### src/rtl/uart_sched_pkg.sv
// Shared types and constants for the UART TX scheduler slice.
package uart_sched_pkg;

  typedef enum logic [1:0] {
    S_IDLE,
    S_START,
    S_DATA,
    S_STOP
  } ser_state_t;

  localparam logic [7:0] NEWLINE = 8'h0A;

endpackage

### src/rtl/uart_tx_serializer.sv
// 8N1 serializer: load a byte while idle, start bit appears on the next clock.
module uart_tx_serializer
  import uart_sched_pkg::*;
#(
  parameter int unsigned CLK_DIV = 434
) (
  input  logic       clk,
  input  logic       rst,
  input  logic       load,
  input  logic [7:0] data,
  output logic       tx,
  output logic       busy
);

  localparam int unsigned BW = (CLK_DIV > 2) ? $clog2(CLK_DIV) : 1;
  localparam logic [BW-1:0] BAUD_LAST = BW'(CLK_DIV - 1);

  ser_state_t    state, state_d;
  logic [BW-1:0] baud, baud_d;
  logic [2:0]    bit_idx, bit_idx_d;
  logic [7:0]    shreg, shreg_d;
  logic          tx_d;
  logic          baud_end;

  always_ff @(posedge clk or posedge rst) begin
    if (rst) begin
      state   <= S_IDLE;
      baud    <= '0;
      bit_idx <= '0;
      shreg   <= '1;
      tx      <= 1'b1;
    end else begin
      state   <= state_d;
      baud    <= baud_d;
      bit_idx <= bit_idx_d;
      shreg   <= shreg_d;
      tx      <= tx_d;
    end
  end

  always_comb begin
    state_d   = state;
    baud_d    = baud;
    bit_idx_d = bit_idx;
    shreg_d   = shreg;
    baud_end  = (baud == BAUD_LAST);
    unique case (state)
      S_IDLE: begin
        if (load) begin
          state_d = S_START;
          baud_d  = '0;
          shreg_d = data;
        end
      end
      S_START: begin
        if (baud_end) begin
          state_d   = S_DATA;
          baud_d    = '0;
          bit_idx_d = '0;
        end else begin
          baud_d = baud + 1'b1;
        end
      end
      S_DATA: begin
        if (baud_end) begin
          baud_d  = '0;
          shreg_d = {1'b1, shreg[7:1]};
          if (bit_idx == 3'd7) begin
            state_d = S_STOP;
          end else begin
            bit_idx_d = bit_idx + 1'b1;
          end
        end else begin
          baud_d = baud + 1'b1;
        end
      end
      S_STOP: begin
        if (baud_end) begin
          state_d = S_IDLE;
          baud_d  = '0;
        end else begin
          baud_d = baud + 1'b1;
        end
      end
      default: state_d = S_IDLE;
    endcase

    // tx is registered from the next-state view so the line changes on the same edge as the state
    unique case (state_d)
      S_START: tx_d = 1'b0;
      S_DATA:  tx_d = shreg_d[0];
      default: tx_d = 1'b1;
    endcase
  end

  assign busy = (state != S_IDLE);

endmodule

### src/rtl/uart_tx_scheduler.sv
// Two-channel round-robin arbiter with optional line lock in front of the shared 8N1 TX pin.
module uart_tx_scheduler
  import uart_sched_pkg::*;
#(
  parameter int unsigned CLK_DIV      = 434,
  parameter int unsigned LOCK_ON_NL   = 1,
  parameter int unsigned LOCK_TIMEOUT = 65536,
  parameter int unsigned LED_HOLD     = 2 ** 20
) (
  input  logic       clk,
  input  logic       rst,
  input  logic       req0_valid,
  input  logic [7:0] req0_data,
  output logic       req0_ready,
  input  logic       req1_valid,
  input  logic [7:0] req1_data,
  output logic       req1_ready,
  output logic       tx,
  output logic       busy,
  output logic       grant_id,
  output logic       locked,
  output logic       tx_led
);

  localparam int unsigned LCW = (LOCK_TIMEOUT > 2) ? $clog2(LOCK_TIMEOUT) : 1;
  localparam logic [LCW-1:0] LOCK_LAST = LCW'(LOCK_TIMEOUT - 1);
  localparam int unsigned LEDW = (LED_HOLD > 1) ? $clog2(LED_HOLD + 1) : 1;
  localparam logic [LEDW-1:0] LED_INIT = LEDW'(LED_HOLD);

  logic            ser_busy;
  logic            idle;
  logic            winner;
  logic            win_valid;
  logic            accept;
  logic            owner_valid;
  logic [7:0]      acc_data;
  logic [LCW-1:0]  lock_cnt;
  logic [LEDW-1:0] led_cnt;

  assign idle        = !ser_busy;
  assign owner_valid = grant_id ? req1_valid : req0_valid;

  always_comb begin
    winner    = grant_id;
    win_valid = 1'b0;
    if (locked) begin
      winner    = grant_id;
      win_valid = owner_valid;
    end else if (req0_valid && req1_valid) begin
      winner    = !grant_id;
      win_valid = 1'b1;
    end else if (req1_valid) begin
      winner    = 1'b1;
      win_valid = 1'b1;
    end else if (req0_valid) begin
      winner    = 1'b0;
      win_valid = 1'b1;
    end
  end

  // readies are gated by rst so nothing can be accepted while reset is held
  assign accept     = idle && win_valid && !rst;
  assign req0_ready = accept && !winner;
  assign req1_ready = accept && winner;
  assign acc_data   = winner ? req1_data : req0_data;

  always_ff @(posedge clk or posedge rst) begin
    if (rst) begin
      grant_id <= 1'b0;
      locked   <= 1'b0;
      lock_cnt <= '0;
    end else if (accept) begin
      grant_id <= winner;
      locked   <= (LOCK_ON_NL != 0) && (acc_data != NEWLINE);
      lock_cnt <= '0;
    end else if (locked && idle && !owner_valid) begin
      if (lock_cnt == LOCK_LAST) begin
        locked   <= 1'b0;
        lock_cnt <= '0;
      end else begin
        lock_cnt <= lock_cnt + 1'b1;
      end
    end
  end

  // hold counter is reloaded every busy cycle, so it only runs down after the last frame
  always_ff @(posedge clk or posedge rst) begin
    if (rst) begin
      led_cnt <= '0;
    end else if (ser_busy) begin
      led_cnt <= LED_INIT;
    end else if (led_cnt != '0) begin
      led_cnt <= led_cnt - 1'b1;
    end
  end

  assign tx_led = ser_busy || (led_cnt != '0);
  assign busy   = ser_busy;

  uart_tx_serializer #(
    .CLK_DIV(CLK_DIV)
  ) u_ser (
    .clk (clk),
    .rst (rst),
    .load(accept),
    .data(acc_data),
    .tx  (tx),
    .busy(ser_busy)
  );

endmodule
### config.mk
export PLATFORM = sky130hd
export DESIGN_NAME = uart_tx_scheduler
export DESIGN_NICKNAME = d
export VERILOG_FILES = /design/src/rtl/uart_sched_pkg.sv /design/src/rtl/uart_tx_serializer.sv /design/src/rtl/uart_tx_scheduler.sv
export SDC_FILE = /design/constraint.sdc
export NUM_CORES = 1
export LEC_CHECK = 0
export CAP_MARGIN = 20
export CORE_MARGIN = 3
export CORE_UTILIZATION = 59
export CTS_CLUSTER_DIAMETER = 200
export CTS_CLUSTER_SIZE = 10
export DETAILED_ROUTE_END_ITERATION = 8
export PLACE_DENSITY = 0.8
export SYNTH_ARGS = -nofsm -noshare
export SYNTH_HDL_FRONTEND = slang
export SYNTH_HIERARCHICAL = 1
export SYNTH_SLANG_ARGS = --single-unit
### constraint.sdc
create_clock -name clk -period 2.8 [get_ports clk]
set_input_delay 0.42 -clock clk [delete_from_list [all_inputs] [get_ports clk]]
set_output_delay 0.42 -clock clk [all_outputs]
set_load 0.05 [all_outputs]
After elaboration in Yosys (flattened, before gate mapping)
Index checks and enable logic that the tools add are counted.
Word-level totals
  output and inout port bits: 7
  input bits: 20
  latch bits: 0
  bits in writable memories: 0
  ROM bits: 0
  register bits after elaboration: 62
  logic and storage cells: 87
  memories: 0
Cells by class
  bitwise operators: 0
  divide/modulo/power cells: 0
  eq/ne operators: 13
  $mul: 0
  reductions and logical operators: 25
  $lt $le $gt $ge: 0
  shift-type cells: 0
  muxes and demuxes: 35
  $add $sub $neg: 4
Operators with widths (number)
  2-to-1 mux 16 bit: 3
  2-to-1 mux 21 bit: 2
  2-to-1 mux 8 bit: 3
  nonzero test 21 bit: 1
  subtractor 21 x 1 -> 21 bit, second input constant: 1
  2-to-1 mux 9 bit: 2
  case mux 9 bit (2 select lines): 1
  adder 16 x 1 -> 16 bit, second input constant: 1
  == test 16 bit, second input constant: 1
  case mux 8 bit (2 select lines): 1
  2-to-1 mux 1 bit: 12
  nonzero test 2 bit: 6
  2-to-1 mux 2 bit: 5
  adder 9 x 1 -> 9 bit, second input constant: 1
  == test 9 bit, second input constant: 1
  2-to-1 mux 3 bit: 3
  inequality test 8 x 4 -> 1 bit, second input constant: 1
  case mux 2 bit (4 select lines): 1
  logical AND 1 bit: 7
  == test 2 bit, second input constant: 3
  case mux 3 bit (2 select lines): 1
  zero test 1 bit: 5
  == test 2 x 1 -> 1 bit, second input constant: 2
  inequality test 2 x 1 -> 1 bit, second input constant: 2
  10 further kinds: 11

Depth between registers and ports, before layout
Gate-level depths: netlist (run 1).
  word-level depth: 10
  depth in mapped cells: 10
  mapped depth without buffers: 8

Cells and area by module
The synthesis (run 1) kept the hierarchy.
By module, submodules not included
  uart_tx_scheduler: sequential area each 975.9 sq um, cells an instance 242, instances 1, area each 2321.0 sq um
  uart_tx_serializer: sequential area each 586.8 sq um, cells an instance 123, instances 1, area each 1249.9 sq um

Worst setup path before layout (run 1)
OpenSTA, ideal clock, no wires.
  path type: register to output
  start point: register u_ser.state[0]
  end point: output req1_ready
  buffers on the path: 1
  cell stages (with the launch flop): 7
  arrival: 2.099 ns
  path slack: 0.281 ns
  required time: 2.380 ns
  path through: dfrtp_1 nor2_1 inv_1 clkbuf_1 nor2_1 nand2_1 nor2_1
On the way
  word-level cells in the longest chain between the ends: 5
RTL lines
  start: declaration: RTL line uart_tx_serializer.sv:18  | ser_state_t state, state_d;
  start signal: assignment: RTL line uart_tx_serializer.sv:33  | state <= state_d;
  nonzero test 2 bit: RTL line uart_tx_serializer.sv:96  | assign busy = (state != S_IDLE);
  net busy: RTL line uart_tx_scheduler.sv:19  | output logic busy,
  zero test 1 bit: RTL line uart_tx_scheduler.sv:40  | assign idle = !ser_busy;
  logical AND 1 bit (2 in series): RTL line uart_tx_scheduler.sv:62  | assign accept = idle && win_valid && !rst;
  logical AND 1 bit: RTL line uart_tx_scheduler.sv:64  | assign req1_ready = accept && winner;
  end: declaration: RTL line uart_tx_scheduler.sv:17  | output logic req1_ready,
The timed path passes the listed nets, and every way through them passes these cells.

Worst setup path after layout (run 1)
  start point: register u_ser.state[0]
  end point: output tx_led
On the way
  word-level cells in the longest chain between the ends: 2
RTL lines
  nonzero test 2 bit: RTL line uart_tx_serializer.sv:96
  logical OR 1 bit: RTL line uart_tx_scheduler.sv:97  | assign tx_led = ser_busy || (led_cnt != '0);
  end: declaration: RTL line uart_tx_scheduler.sv:22  | output logic tx_led
Every way passes these cells.

==> results of run 1 <==
## power by group through the flow
stage	clock, uW	combinational (uW)	sequential, uW
2_1_floorplan	0	1770	1540
3_3_place_gp	0	2230	1530
3_5_place_dp	0	2300	1540
4_1_cts	860	2320	1530
5_1_grt	898	2570	1580
6_report	838	2330	1530
## final cells by class
cell class | count | share of cell area
clock inverters | 3 | 0.00958
flip-flops and latches | 62 | 0.374
clock buffers | 13 | 0.0428
inverters | 12 | 0.0108
well taps | 72 | 0.0216
repair buffers | 32 | 0.0796
multi-input cells | 283 | 0.462
## final timing paths
kind	startpoint	cells past startpoint	end
max in group asynchronous	rst	2	u_ser/baud[6]
max	u_ser/state[0]	6	tx_led
max reg2reg	u_ser/state[0]	9	u_ser/shreg[1]
min in group asynchronous	rst	3	lock_cnt[7]
min	u_ser/shreg[3]	1	u_ser/shreg[3]
min reg2reg	u_ser/shreg[3]	1	u_ser/shreg[3]
## Yosys cell counts (2+ instances only)
| cell | number |
|---|---|
| nand4_1 | 9 |
| a32o_1 | 3 |
| mux2_2 | 8 |
| o21ai_1 | 3 |
| o22ai_1 | 3 |
| a41oi_1 | 2 |
| nand2b_1 | 3 |
| and4_1 | 3 |
| clkbuf_1 | 6 |
| nor2_1 | 49 |
| mux2i_1 | 2 |
| xor2_1 | 18 |
| o21ai_0 | 12 |
| or4_4 | 2 |
| or3_4 | 2 |
| nand3_1 | 13 |
| nor4b_1 | 2 |
| o21a_1 | 2 |
| nor3_1 | 3 |
| nand2_1 | 25 |
| nand4b_1 | 3 |
| a31oi_1 | 6 |
| dfrtp_1 | 53 |
| nor2_4 | 2 |
| o211ai_1 | 2 |
| nor4_1 | 12 |
| nor2b_1 | 7 |
| dfstp_2 | 9 |
| nor4_4 | 2 |
| a21oi_1 | 11 |
| nor4_2 | 2 |
| and3_1 | 4 |
| or3_1 | 8 |
| ha_1 | 7 |
| or4b_4 | 2 |
| inv_1 | 12 |
| a21o_1 | 9 |
| xnor2_1 | 12 |
| a22o_1 | 9 |
| or2_2 | 2 |
## registers in the layout (all words and copies together), names as in the netlist
| register | count |
|---|---|
| grant_id | 1 |
| led_cnt | 21 |
| lock_cnt | 16 |
| locked | 1 |
| u_ser/baud | 9 |
| u_ser/bit_idx | 3 |
| u_ser/shreg | 8 |
| u_ser/state | 2 |
| u_ser/tx | 1 |
## metrics by stage
stage / instances / hold WS (ns) / utilization / instance area (sq um)
floorplan: 365 / 0.415 / - / 3570
CTS: 477 / 0.514 / 0.735 / 4170
global placement: 461 / 0.498 / 0.697 / 3960
finish: 477 / 0.511 / 0.737 / 4180
global route: 477 / 0.522 / 0.737 / 4180
detailed placement: 461 / 0.504 / 0.697 / 3960
## layout by cell type (no fill, tap or decap), types with 13 or more instances in the layout
master | Yosys | layout
clkbuf_8 | 0 | 13
clkdlybuf4s50_1 | 0 | 22
dfrtp_1 | 53 | 53
nand2_1 | 25 | 25
nand3_1 | 13 | 13
nor2_1 | 49 | 49
xor2_1 | 18 | 18
## worst max-delay path, cell delays in order, from the launching register on
cell     delay [ns]
dfrtp_1        0.39
nor2_1         0.23
inv_1          0.12
nor4b_2        0.34
and4_1         0.37
nand2_1        0.12
buf_4          0.21
## layer usage
layer,vias to the layer above,track usage,part of all wire
li1,1404,-,-
met1,1388,0.288,0.45
met2,50,0.370,0.49
met3,17,0.0592,0.029
met4,0,0.110,0.029
met5,-,0,0
## cell families (layout without fill, tap and decap cells)
group / count (synthesis) / count (layout) / share of synthesized area
flip-flops: 62 / 62 / 0.438
multiplexers: 10 / 10 / 0.0308
AO/OA/AOI/OAI: 72 / 72 / 0.142
XOR/XNOR: 30 / 30 / 0.0736
AND/OR/NAND/NOR: 164 / 164 / 0.268
adder cells (fa/ha/maj): 7 / 7 / 0.0245
buffers and inverters: 20 / 60 / 0.0235
## repair_timing
| item | CTS | global route |
|---|---|---|
| hold buffers | 0 | 0 |
| endpoints found under the hold margin | 0 | 0 |
| resized for setup | 0 | 1 |
| setup endpoints to repair | 0 | 1 |
==> run_results.csv, run 1 <==
group,metric,value,unit
run_status,status,"complete, no violations",
synth,synth_cell_types,61,
worst_setup_path,regToRegSetupSlack,0.51,ns
timing,post-route-min-period,2.54,ns
synth,postSynthAreaPerCell,9.78,sq um
clock_tree,worstSkewPairLatency,0.34,ns
timing,rsz0062_at_grt,"false",
power_and_ir_drop,switching_share,0.409,
drt,drt_drc_violations_left,0,
layout,area_growth,17.1,%
placed_design,gp_congestion,0.803,
timing,clock_skew,0.00647,ns
die,design.die.area,7020,sq um
timing,clock.fmax,394,MHz
worst_setup_path,cp_data_required_time,2.38,ns
power_and_ir_drop,comb_power_share,0.495,
power_and_ir_drop,p_clk_frac,0.178,
drt,routed_wl,7.57,mm
timing,worst_pin_slew,0.890,ns
clock_tree,tritoncts,"yes",
grt,grt_pass1_wl,12.9,mm
worst_hold_path,hold_class,"reg2reg",
synth,synth_top_cell_by_area,"dfrtp_1",
drt,drtPass1Iterations,4,
grt,gr-total-overflow,0,
job,maxCapViolations,0,
synth,synth_top_cell_area_share,0.371,
timing,hold_viol,0,
power_and_ir_drop,pwr-share-seq,0.327,
clock_tree,post-cts-setup-buffer-count,0,
drt,drtIter0Drc,170,
clock_tree,cts.clk_slew.worst_paths,0.07,ns
die,initial_core_util,0.629,
die,die_w,83.8,um
grt,grt_max_degree,40,
synth,synth_fp_nets,392,
clock_tree,cts.sinks,62,
drt,postRouteAntennaNets,0,
worst_setup_path,crit_type,"reg2out",
synth,synth_edf_count,0,
timing,setup_violations,0,
synth,netlist_area,3570,sq um
layout,n_fill_cell,407,
timing,fin_crit_sh,0.907,
layout,drive_gt1_frac,0.165,
clock_tree,h-tree-depth,3,
layout,final_nets,427,
clock_tree,numCtsBuffers,9,
clock_tree,clockBufferDepth,2,
layout,area.sequential,1560,sq um
placed_design,post-place-ws,0.287,ns
synth,yosys_register_bits,62,
timing,final.setup.worst_slack,0.259,ns
placed_design,hpwl,5.39,mm
layout,multiInputGateArea,1930,sq um
power_and_ir_drop,power_leakage,0.00187,uW
worst_setup_path,endpoint_kind,"primary output",
die,core_area,5680,sq um
worst_setup_path,cp_data_arrival_time,2.12,ns
worst_setup_path,critPathLaunchType,"flop",
power_and_ir_drop,cell_internal_pwr,2780,uW
die,fp-row-count,27,
grt,first_global_vias,2827,
grt,grtUsageTotal,0.230,
drt,dr_total_vias,2859,
synth,ys_warn_count,6,
timing,tns,0,ns
power_and_ir_drop,peakVddDrop,0.000918,V
synth,yosys_most_used_dff,"dfrtp_1",
worst_setup_path,critPathMaxFanout,5,
synth,synthCells,365,
die,die_h,83.8,um
drt,wire_per_inst,15.9,um
synth,synthTopCellsByArea,"dfrtp_1 37%, dfstp_2 6.6%, nor2_1 5.2%",
synth,async_reset_ff_frac,1.00,
power_and_ir_drop,p_sw,1920,uW
timing,slew_headroom,0.406,
power_and_ir_drop,cellPowerDensity,1120,nW/um^2
die,pin_count,27,
synth,synth-seq-area-share,0.438,
timing,drv_slew,0,
layout,insertedDiodeCount,0,
drt,viasPerCell,5.99,
power_and_ir_drop,power.total,4700,uW
grt,antenna_found_initial,0,
clock_tree,cts_root_buf,"clkbuf_8",
placed_design,port_buffers,26,
Power figures use the tool's default switching activity.
==> run 2: changes to the inputs <==
--- a/config.mk
+++ b/config.mk
@@ -7,11 +7,12 @@
 export LEC_CHECK = 0
 export CAP_MARGIN = 20
 export CORE_MARGIN = 3
-export CORE_UTILIZATION = 59
+export CORE_UTILIZATION = 60
 export CTS_CLUSTER_DIAMETER = 200
 export CTS_CLUSTER_SIZE = 10
 export DETAILED_ROUTE_END_ITERATION = 8
-export PLACE_DENSITY = 0.8
+export PLACE_DENSITY = 0.82
+export SLEW_MARGIN = 40
 export SYNTH_ARGS = -nofsm -noshare
 export SYNTH_HDL_FRONTEND = slang
 export SYNTH_HIERARCHICAL = 1
==> constraint.sdc (replaced) <==
create_clock -name clk -period 3.2 [get_ports clk]
set_input_delay 0.48 -clock clk [delete_from_list [all_inputs] [get_ports clk]]
set_output_delay 0.48 -clock clk [all_outputs]
set_load 0.05 [all_outputs]
==> run 2 against run 1 <==
  * Non-clock buffer count shrank 3
  * Combinational power shrank 14%
  * Critical path depth unchanged
  * Sequential share of layout area grew 0.46 points
  * Register-to-register slack better by 0.33 ns
  * Clock-buffer cell count shrank 1
  * Via count grew 1.6%
  * Die area shrank 1.5%
==> run_results.csv, run 2 (synthesis gave the netlist of run 1 again) <==
group,metric,value,unit
run_status,status,"complete, no violations",
drt,routed_wl,7.75,mm
worst_setup_path,crit_buf_inv,2,
power_and_ir_drop,pwr-share-seq,0.336,
timing,hold_ws,0.510,ns
die,design.die.area,6910,sq um
power_and_ir_drop,switching_share,0.419,
clock_tree,post-cts-setup-buffer-count,0,
layout,layout_common_cells,"53 x dfrtp_1, 49 x nor2_1, 25 x nand2_1",
timing,drv_slew,0,
drt,drtIter0Drc,239,
layout,area_growth,15.6,%
clock_tree,numCtsBuffers,9,
worst_setup_path,cp_data_arrival_time,2.40,ns
clock_tree,tritoncts,"yes",
power_and_ir_drop,comb_power_share,0.493,
placed_design,placed_cells,458,
die,die_w,83.1,um
layout,final_common_cell,"dfrtp_1",
die,core_area,5640,sq um
job,maxCapViolations,0,
power_and_ir_drop,cell_internal_pwr,2370,uW
timing,clock_skew,0.0103,ns
layout,final_area,4130,sq um
clock_tree,cts.clk_slew.worst_paths,0.06,ns
grt,grt_max_degree,40,
placed_design,placed_cell_area,3920,sq um
power_and_ir_drop,power_leakage,0.00184,uW
layout,largest_reg_flops,21,
grt,gr-total-overflow,0,
clock_tree,h-tree-depth,3,
die,pin_count,27,
worst_setup_path,crit_family,"simple AND/OR/NAND/NOR gates",
layout,fin_cells,474,
power_and_ir_drop,p_clk_frac,0.171,
layout,final_nets,424,
timing,rsz0062_at_grt,"false",
grt,antenna_found_initial,0,
worst_setup_path,crit_path_top_delay_cell,"dfrtp_1",
drt,drt_drc_violations_left,0,
timing,worst_pin_slew,0.713,ns
layout,insertedDiodeCount,0,
die,die_h,83.1,um
worst_setup_path,cp_data_required_time,2.72,ns
grt,grt_pass1_wl,13.4,mm
worst_setup_path,critPathMaxStageDelay,0.52,ns
drt,dr_total_vias,2905,
drt,viasPerCell,6.13,
drt,drtPass1Iterations,4,
timing,clock.fmax,348,MHz
placed_design,port_buffers,26,
timing,setup_violations,0,
timing,hold_viol,0,
clock_tree,clockBufferDepth,2,
worst_setup_path,crit_type,"reg2out",
timing,final.setup.worst_slack,0.325,ns
clock_tree,cts.sinks,62,
timing,post-route-min-period,2.88,ns
worst_setup_path,critPathMaxFanout,14,
placed_design,gp_congestion,0.817,
placed_design,post-place-ws,0.517,ns
worst_setup_path,endpoint_kind,"primary output",
clock_tree,worstSkewPairLatency,0.35,ns
power_and_ir_drop,peakVddDrop,0.000706,V
power_and_ir_drop,cellPowerDensity,987,nW/um^2
layout,n_fill_cell,405,
timing,fin_crit_sh,0.899,
die,fp-row-count,27,
timing,tns,0,ns
power_and_ir_drop,p_sw,1710,uW
placed_design,hpwl,5.30,mm
layout,drive_gt1_frac,0.157,
drt,postRouteAntennaNets,0,
grt,grtUsageTotal,0.237,
worst_setup_path,worstPathCellList,"nor2_1, inv_1, nor4b_2, and4_1, nand2_1, buf_4",
clock_tree,cts_root_buf,"clkbuf_8",
layout,biggestRegsByFlops,"led_cnt: 21 flops, lock_cnt: 16 flops, u_ser/baud: 9 flops",
worst_hold_path,hold_class,"reg2reg",
layout,largest-register,"led_cnt",
die,initial_core_util,0.633,
grt,first_global_vias,2871,
timing,slew_headroom,0.523,
drt,wire_per_inst,16.3,um
worst_setup_path,critPathLaunchType,"flop",
run 2: cell types whose count changed in the layout (fill, tap and decap cells not counted):
cell	delta
buf_12	-1
clkdlybuf4s50_1	+1
clkbuf_1	+1
clkbuf_8	-2
inv_1	-1
inv_2	+1
clkinv_2	+1
buf_4	-3
run 2: layer usage:
| layer | vias to the layer above | part of all wire | wire length (um) | global-route usage |
|---|---|---|---|---|
| met5 | - | 0 | 0 | 0 |
| met4 | 0 | 0.014 | 106 | 0.0862 |
| met3 | 16 | 0.038 | 296 | 0.0625 |
| met2 | 44 | 0.50 | 3880 | 0.397 |
| met1 | 1441 | 0.45 | 3470 | 0.294 |
| li1 | 1404 | - | - | - |
run 2: final timing paths:
kind                             endpoint  slack (ns)  depth (start not counted)      startpoint
setup reg to reg           u_ser/shreg[5]        0.84                          8  u_ser/state[1]
hold / removal             u_ser/shreg[3]        0.51                          1  u_ser/shreg[3]
hold reg to reg            u_ser/shreg[3]        0.51                          1  u_ser/shreg[3]
setup / recovery                   tx_led        0.32                          6  u_ser/state[1]
max in group asynchronous      led_cnt[2]        2.22                          3             rst
min in group asynchronous   u_ser/baud[7]        0.53                          2             rst
run 2: timing repair:
item | in CTS | in global routing
endpoints found under the setup margin | 0 | 1
resized for setup | 0 | 1
hold buffers | 0 | 0
run 2: layout make-up:
cell class,count,area [sq um],area share
Clock buffer,12,155,0.0376
Multi-Input combinational cell,283,1930,0.468
Sequential cell,62,1560,0.378
Inverter,12,45.0,0.0109
Timing Repair Buffer,29,300,0.0727
Clock inverter,4,45.0,0.0109
Tap cell,72,90.1,0.0218
run 2: power by group through the flow:
| stage | clock network [uW] | registers, uW | logic, uW |
|---|---|---|---|
| 2_1_floorplan | 0 | 1350 | 1550 |
| 3_5_place_dp | 0 | 1360 | 1960 |
| 5_1_grt | 746 | 1410 | 2220 |
| 4_1_cts | 711 | 1360 | 2010 |
| 3_3_place_gp | 0 | 1350 | 1920 |
| 6_report | 698 | 1370 | 2010 |
run 2: metrics by stage:
step	utilization	power, uW
after global placement	0.695	3270
after floorplan	-	2900
after global routing	0.732	4380
after CTS	0.731	4080
after detailed placement	0.695	3330
final	0.732	4080
run 2: worst register-to-register path: stages, from the launching register on:
cell and delay, ns:
dfrtp_1 0.52, nor2_1 0.22, inv_1 0.24, nor2_1 0.21
nand2_1 0.17, inv_1 0.23, and2_1 0.36, nor2_2 0.14
a21o_1 0.20
